File: config.mk
export PLATFORM = sky130hd
export DESIGN_NAME = seq_pattern_tx
export DESIGN_NICKNAME = d
export VERILOG_FILES = /design/src/rtl/seq_pattern_tx.sv
export SDC_FILE = /design/constraint.sdc
export NUM_CORES = 1
export LEC_CHECK = 0
export ABC_AREA = 1
export BUFFER_PORTS_ARGS = -buffer_cell sky130_fd_sc_hd__buf_4
export CAP_MARGIN = 20
export CORE_MARGIN = 2
export CORE_UTILIZATION = 58
export DETAILED_ROUTE_END_ITERATION = 7
export GPL_TIMING_DRIVEN = 0
export PLACE_DENSITY = 0.81
export SLEW_MARGIN = 20
export SYNTH_ARGS = -nofsm -noshare
export SYNTH_HDL_FRONTEND = slang
export SYNTH_SLANG_ARGS = --single-unit
File: constraint.sdc
create_clock -name clk -period 1.9 [get_ports clk]
set_input_delay 0.285 -clock clk [delete_from_list [all_inputs] [get_ports clk]]
set_output_delay 0.285 -clock clk [all_outputs]
set_load 0.1 [all_outputs]
File: src/rtl/seq_pattern_tx.sv
// Serial pattern transmitter: takes a parallel word over valid/ready and sends it
// MSB-first on A, one bit per clock, followed by a fixed idle gap.
module seq_pattern_tx #(
   parameter int   WIDTH      = 8,
   parameter int   GAP        = 2,
   parameter logic IDLE_LEVEL = 1'b1
) (
   input  logic             clk,
   input  logic             rst,
   input  logic [WIDTH-1:0] din,
   input  logic             din_valid,
   output logic             din_ready,
   output logic             A,
   output logic             frame,
   output logic             done
);

   localparam int CW = $clog2(WIDTH) + 1;
   localparam logic [CW-1:0] LAST_BIT = CW'(WIDTH - 1);
   localparam logic [3:0]    GAP_LAST = (GAP > 0) ? 4'(GAP - 1) : 4'd0;

   typedef enum logic [1:0] {
      S_IDLE  = 2'd0,
      S_SHIFT = 2'd1,
      S_GAP   = 2'd2
   } state_t;

   // Handshake: a word transfers on a rising edge where din_valid && din_ready;
   // din_ready depends on state only, never on din_valid.
   state_t           state, state_nx;
   logic [WIDTH-1:0] sreg, sreg_nx;
   logic [CW-1:0]    cnt, cnt_nx;
   logic [3:0]       gcnt, gcnt_nx;
   logic             a_nx, frame_nx, done_nx;

   assign din_ready = (state == S_IDLE);

   always_comb begin
      state_nx = state;
      sreg_nx  = sreg;
      cnt_nx   = cnt;
      gcnt_nx  = gcnt;
      a_nx     = IDLE_LEVEL;
      frame_nx = 1'b0;
      case (state)
         S_IDLE: begin
            if (din_valid) begin
               sreg_nx  = din;
               cnt_nx   = '0;
               gcnt_nx  = '0;
               state_nx = S_SHIFT;
            end
         end
         S_SHIFT: begin
            // The state register runs one cycle ahead of the registered A/frame.
            a_nx     = sreg[WIDTH-1];
            frame_nx = 1'b1;
            sreg_nx  = {sreg[WIDTH-2:0], 1'b0};
            cnt_nx   = cnt + CW'(1);
            if (cnt == LAST_BIT)
               state_nx = (GAP > 0) ? S_GAP : S_IDLE;
         end
         S_GAP: begin
            gcnt_nx = gcnt + 4'd1;
            if (gcnt == GAP_LAST) begin
               gcnt_nx  = '0;
               state_nx = S_IDLE;
            end
         end
         default: state_nx = S_IDLE;
      endcase
      // A frame ends exactly when frame falls, so done can never repeat for one word.
      done_nx = frame & ~frame_nx;
   end

   always_ff @(posedge clk or posedge rst) begin
      if (rst) begin
         state <= S_IDLE;
         sreg  <= '0;
         cnt   <= '0;
         gcnt  <= '0;
         A     <= IDLE_LEVEL;
         frame <= 1'b0;
         done  <= 1'b0;
      end else begin
         state <= state_nx;
         sreg  <= sreg_nx;
         cnt   <= cnt_nx;
         gcnt  <= gcnt_nx;
         A     <= a_nx;
         frame <= frame_nx;
         done  <= done_nx;
      end
   end

endmodule

After elaboration in Yosys (flattened, before gate mapping)
Index checks and enable logic that the tools add are counted.
{"block": "word_totals", "out_inout_bits": 4, "word_cells": 36, "register_bits": 21, "in_bits": 11}
{"block": "classes", "n_eq_ne": 7, "addsub": 2, "n_reduce_logical": 6, "muxes": 12, "n_bitwise": 2}
{"operator": "case mux 4 bit (2 select lines)", "n": 2}
{"operator": "case mux 8 bit (2 select lines)", "n": 1}
{"operator": "adder 4 x 1 -> 4 bit, second input constant", "n": 2}
{"operator": "2-to-1 mux 4 bit", "n": 2}
{"operator": "2-to-1 mux 8 bit", "n": 1}
{"operator": "2-to-1 mux 2 bit", "n": 3}
{"operator": "inequality test 2 bit, second input constant", "n": 3}
{"operator": "case mux 2 bit (3 select lines)", "n": 1}
{"operator": "== test 4 x 1 -> 1 bit, second input constant", "n": 1}
{"operator": "== test 4 x 3 -> 1 bit, second input constant", "n": 1}
{"operator": "AND reduction 2 bit", "n": 2}
{"operator": "nonzero test 2 bit", "n": 2}
{"operator": "AND reduction 3 bit", "n": 1}
{"operator": "== test 2 x 1 -> 1 bit, second input constant", "n": 1}
{"operator": "== test 2 bit, second input constant", "n": 1}
{"operator": "logical NOT 2 bit", "n": 1}
{"operator": "2-to-1 mux 1 bit", "n": 2}
{"operator": "bitwise AND 1 bit", "n": 1}
{"operator": "NOT 1 bit", "n": 1}

Depth between registers and ports, before layout
{"block": "depth", "ltp_word": 4, "mapped_depth": 7, "ltp_nobuf": 6}

Least setup slack after synthesis
Ideal clock, no wire load.
{"block": "synth_timing", "path_type": "register to register", "from": "register state[0]", "to": "register sreg[0]", "arrival_time_ps": 2134, "setup_time_ps": 74, "stages_incl_launch_ff": 5, "setup_slack_ps": -307, "period_less_slack_ps": 2207, "required_ps": 1826, "cell_sequence": "dfrtp_1 > buf_6 > nor2_1 > nand3_1 > nand2_1"}
{"block": "synth_between", "elab_chain_cells": 3, "elab_cells_between_ends": 6, "classes_between": "2 x eq/ne; 1 x mux; 3 x reduce/logical"}
{"element": "from (decl)", "line": "30", "source": "state_t state, state_nx;"}
{"element": "from (signal assigned)", "line": "86", "source": "state <= state_nx;"}
{"element": "logical NOT 2 bit *"}
{"element": "net din_ready", "line": "12", "source": "output logic din_ready,"}
{"element": "inequality test 2 bit (no line) / nonzero test 2 bit (equally long branches)"}
{"element": "AND reduction 2 bit (no line)"}
{"element": "to (signal assigned)", "line": "87", "source": "sreg <= sreg_nx;"}
{"element": "to (decl)", "line": "31", "source": "logic [WIDTH-1:0] sreg, sreg_nx;"}
The timed path passes the listed nets; every way through them passes the cells marked *.
A chain may end at the register's enable or synchronous reset.

Worst setup path in the final report
{"block": "layout_timing", "from": "register state[0]", "to": "output din_ready"}
{"block": "layout_between", "elab_chain_cells": 1}
{"element": "logical NOT 2 bit", "line": "36", "source": "assign din_ready = (state == S_IDLE);"}
{"element": "to (decl)", "line": "12"}
No other way between the ends.

==> flow_summary.yaml <==
final_layout:
  drive_above_1_share: 0.1875
  layout_commonest_cell: "sky130_fd_sc_hd__nand2_1"
  layout.cells.most_common_list: "58 x sky130_fd_sc_hd__nand2_1, 20 x sky130_fd_sc_hd__dfrtp_1, 15 x sky130_fd_sc_hd__buf_4"
  synthToLayoutAreaGrowth_pct: 15.64
  nNetsFinal: 159
  antenna-diode-count: 0
critical_path:
  critical_path.max_fanout: 10
  worstPathArrival_ps: 1390
  timing.critical_path.required_ps: 1620
  startpoint_type_of_the_worst_setup_path: "register"
  crit_type: "reg2out"
  endpoint_kind_of_the_worst_setup_timing_path: "primary output"
worst_hold_path:
  holdCritPathClass: "in2async"
cts:
  cts-root-to-sink-buffers: 2
  cts.repair_timing.setup_buffer_count: 0
  cts_root_buf: "sky130_fd_sc_hd__clkbuf_4"
  clk-insertion-delay-late_ps: 320
  path_clk_slew_ps: 120
  postCtsHoldBufs: 0
  clock_sinks: 21
  cts_h_tree_depth: 1
  tritoncts: "built"
  cts-buffers-inserted: 3
  cts-resized-gates: 0
pwr:
  power.density_cell_area_nw_per_um2: 1622
  p_leak_uw: 0.0006465
  vdd_drop_max_uv: 1150
  post-layout-total-power_uw: 1906
timing:
  timing_max_transition_violations_final: 0
  setup_repair_after_global_routing_missed_its_margin: "no"
  hold_viol: 0
  worst_pin_slew_ps: 758.8
  achievable-frequency_ghz: 0.5980
  worst_clock_skew_ps: 1.728
  finalSetupViolations: 0
  finalCritPeriodShare: 0.8801
  final.setup.tns_ps: 0
  maxSlewHeadroom: 0.4936
  layout_min_cycle_time_ps: 1672
route:
  wl_per_cell_microns: 11.66
  route.vias.total: 828
  drc: 0
  firstDrtPassIters: 4
  initialDrtViolationCount: 15
  viasPerCell: 5.143
  postRouteAntennaNets: 0
  postRouteWirelength_mm: 1.878
synthesis:
  mappedNetlistArea_sq_um: 1016
  synth.distinct_cells: 18
  synthDominantCellAreaShare: 0.4926
  synthDominantAreaCellType: "sky130_fd_sc_hd__dfrtp_1"
  combinational_family_with_the_most_area_after_synthesis: "simple AND/OR/NAND/NOR gates"
  synthesis.nets: 140
  synth.area.mux_share: 0
  syn-instance-count: 126
  ys_warn_count: 0
  post_synth_xor_area_fraction: 0.008621
  post_synth.cell_area_avg_sq_um: 8.063
  synth-simple-area-share: 0.3325
  synth-compound-area-share: 0.04064
  ys_seq_area_frac: 0.5185
  ys_top_cells_by_area: "sky130_fd_sc_hd__dfrtp_1 49%, sky130_fd_sc_hd__nand2_1 21%, sky130_fd_sc_hd__nand3_1 6.9%"
  post_synth_fa_ha_maj_area_fraction: 0.03695
  yosys_register_bits: 21
placed_design:
  place.detailed.hpwl_mm: 1.347
  routability_driven_placement_congestion_ratio: 0.8002
  io_buffer_count: 14
floorplan:
  std_cell_rows: 15
  num_io_pins: 15
  chipHeight_microns: 45.86
  dieArea_sq_um: 2103
  core_sq_um: 1689
  start_util: 0.6015
  die_x_microns: 45.86
grt:
  gr-total-overflow: 0
  grt_antenna_before_repair: 0
  grt_max_degree: 22
  globalRouteTotalUtil: 0.2177
  first_global_vias: 741
  grt_pass1_wl_mm: 3.180
outcome:
  result_of_the_run: "completed"
run:
  drv_cap: 0
## final timing paths
path                            startpoint   endpoint  slack (ps)  cells after the start
worst max-delay path              state[0]  din_ready         230                      3
worst min-delay path                   rst    gcnt[0]          90                      2
worst max register to register    state[1]    sreg[1]         740                      7
worst min register to register     sreg[7]          A         480                      1
max in group asynchronous              rst    sreg[3]        1340                      2
min in group clk                    din[0]    sreg[0]         210                      3
## metal layers
metal,wire length [microns],vias to the layer above,GRT usage
li1,-,431,-
met1,883,373,0.2911
met2,873,19,0.3250
met3,77,5,0.04762
met4,44,0,0.1200
met5,0,-,0
## synthesized netlist by cell type
cell type,number
sky130_fd_sc_hd__nor2_1,5
sky130_fd_sc_hd__inv_1,8
sky130_fd_sc_hd__buf_6,2
sky130_fd_sc_hd__or2_1,1
sky130_fd_sc_hd__nand2_1,58
sky130_fd_sc_hd__buf_4,1
sky130_fd_sc_hd__inv_2,1
sky130_fd_sc_hd__dfrtp_1,20
sky130_fd_sc_hd__nand3_1,14
sky130_fd_sc_hd__nor2_2,1
sky130_fd_sc_hd__o21ai_0,5
sky130_fd_sc_hd__ha_1,3
sky130_fd_sc_hd__o21ai_2,1
sky130_fd_sc_hd__o21bai_1,1
sky130_fd_sc_hd__nand4_1,2
sky130_fd_sc_hd__xnor2_1,1
sky130_fd_sc_hd__nand2_2,1
sky130_fd_sc_hd__dfstp_2,1
## report_power, final
part / internal (uW) / switching (uW) / leakage [uW]
clock network: 80.6 / 147 / 0.0000139
logic: 293 / 660 / 0.000365
registers: 615 / 111 / 0.000267
total: 988 / 918 / 0.000646
## per-stage QoR
step / utilization / hold slack (ps) / instance area [sq um] / cells / worst slack [ps]
after floorplan: - / 260.8 / 1018 / 126 / 209.2
after global placement: 0.6778 / 457.5 / 1145 / 157 / 601.3
after detailed placement: 0.6778 / 455.2 / 1145 / 157 / 588.6
after CTS: 0.6956 / 100.4 / 1175 / 161 / 211.0
after global routing: 0.6956 / 156.4 / 1175 / 161 / 174.3
final: 0.6956 / 87.72 / 1175 / 161 / 227.8
## layout make-up
| class | count | area (sq um) |
|---|---|---|
| clock buffers | 3 | 22.52 |
| multi-input cells | 93 | 427.9 |
| flip-flops and latches | 21 | 526.8 |
| repair buffers | 14 | 105.1 |
| well taps | 17 | 21.27 |
| inverters | 9 | 33.78 |
| clock inverters | 1 | 7.507 |
| plain buffers | 3 | 30.03 |
| fillers | 153 | 514.2 |
## sequential cells by signal, indices dropped and copies added, names as in the netlist
signal	cells
sreg	8
cnt	4
gcnt	4
state	2
A	1
done	1
frame	1
## cell families (layout without fill, tap and decap cells)
kind of cell	count (synthesis)	in the layout
compound gates	7	7
xor+xnor	1	1
fa+ha+maj	3	3
buf+inv	12	30
flops	21	21
simple gates	82	82
## worst max-delay path, cell delays in order, from the launching register on
cell,delay (ps)
sky130_fd_sc_hd__dfrtp_1,440
sky130_fd_sc_hd__buf_6,160
sky130_fd_sc_hd__nor2_2,160
sky130_fd_sc_hd__buf_4,310
No activity file was read; power rests on OpenSTA's default activity.
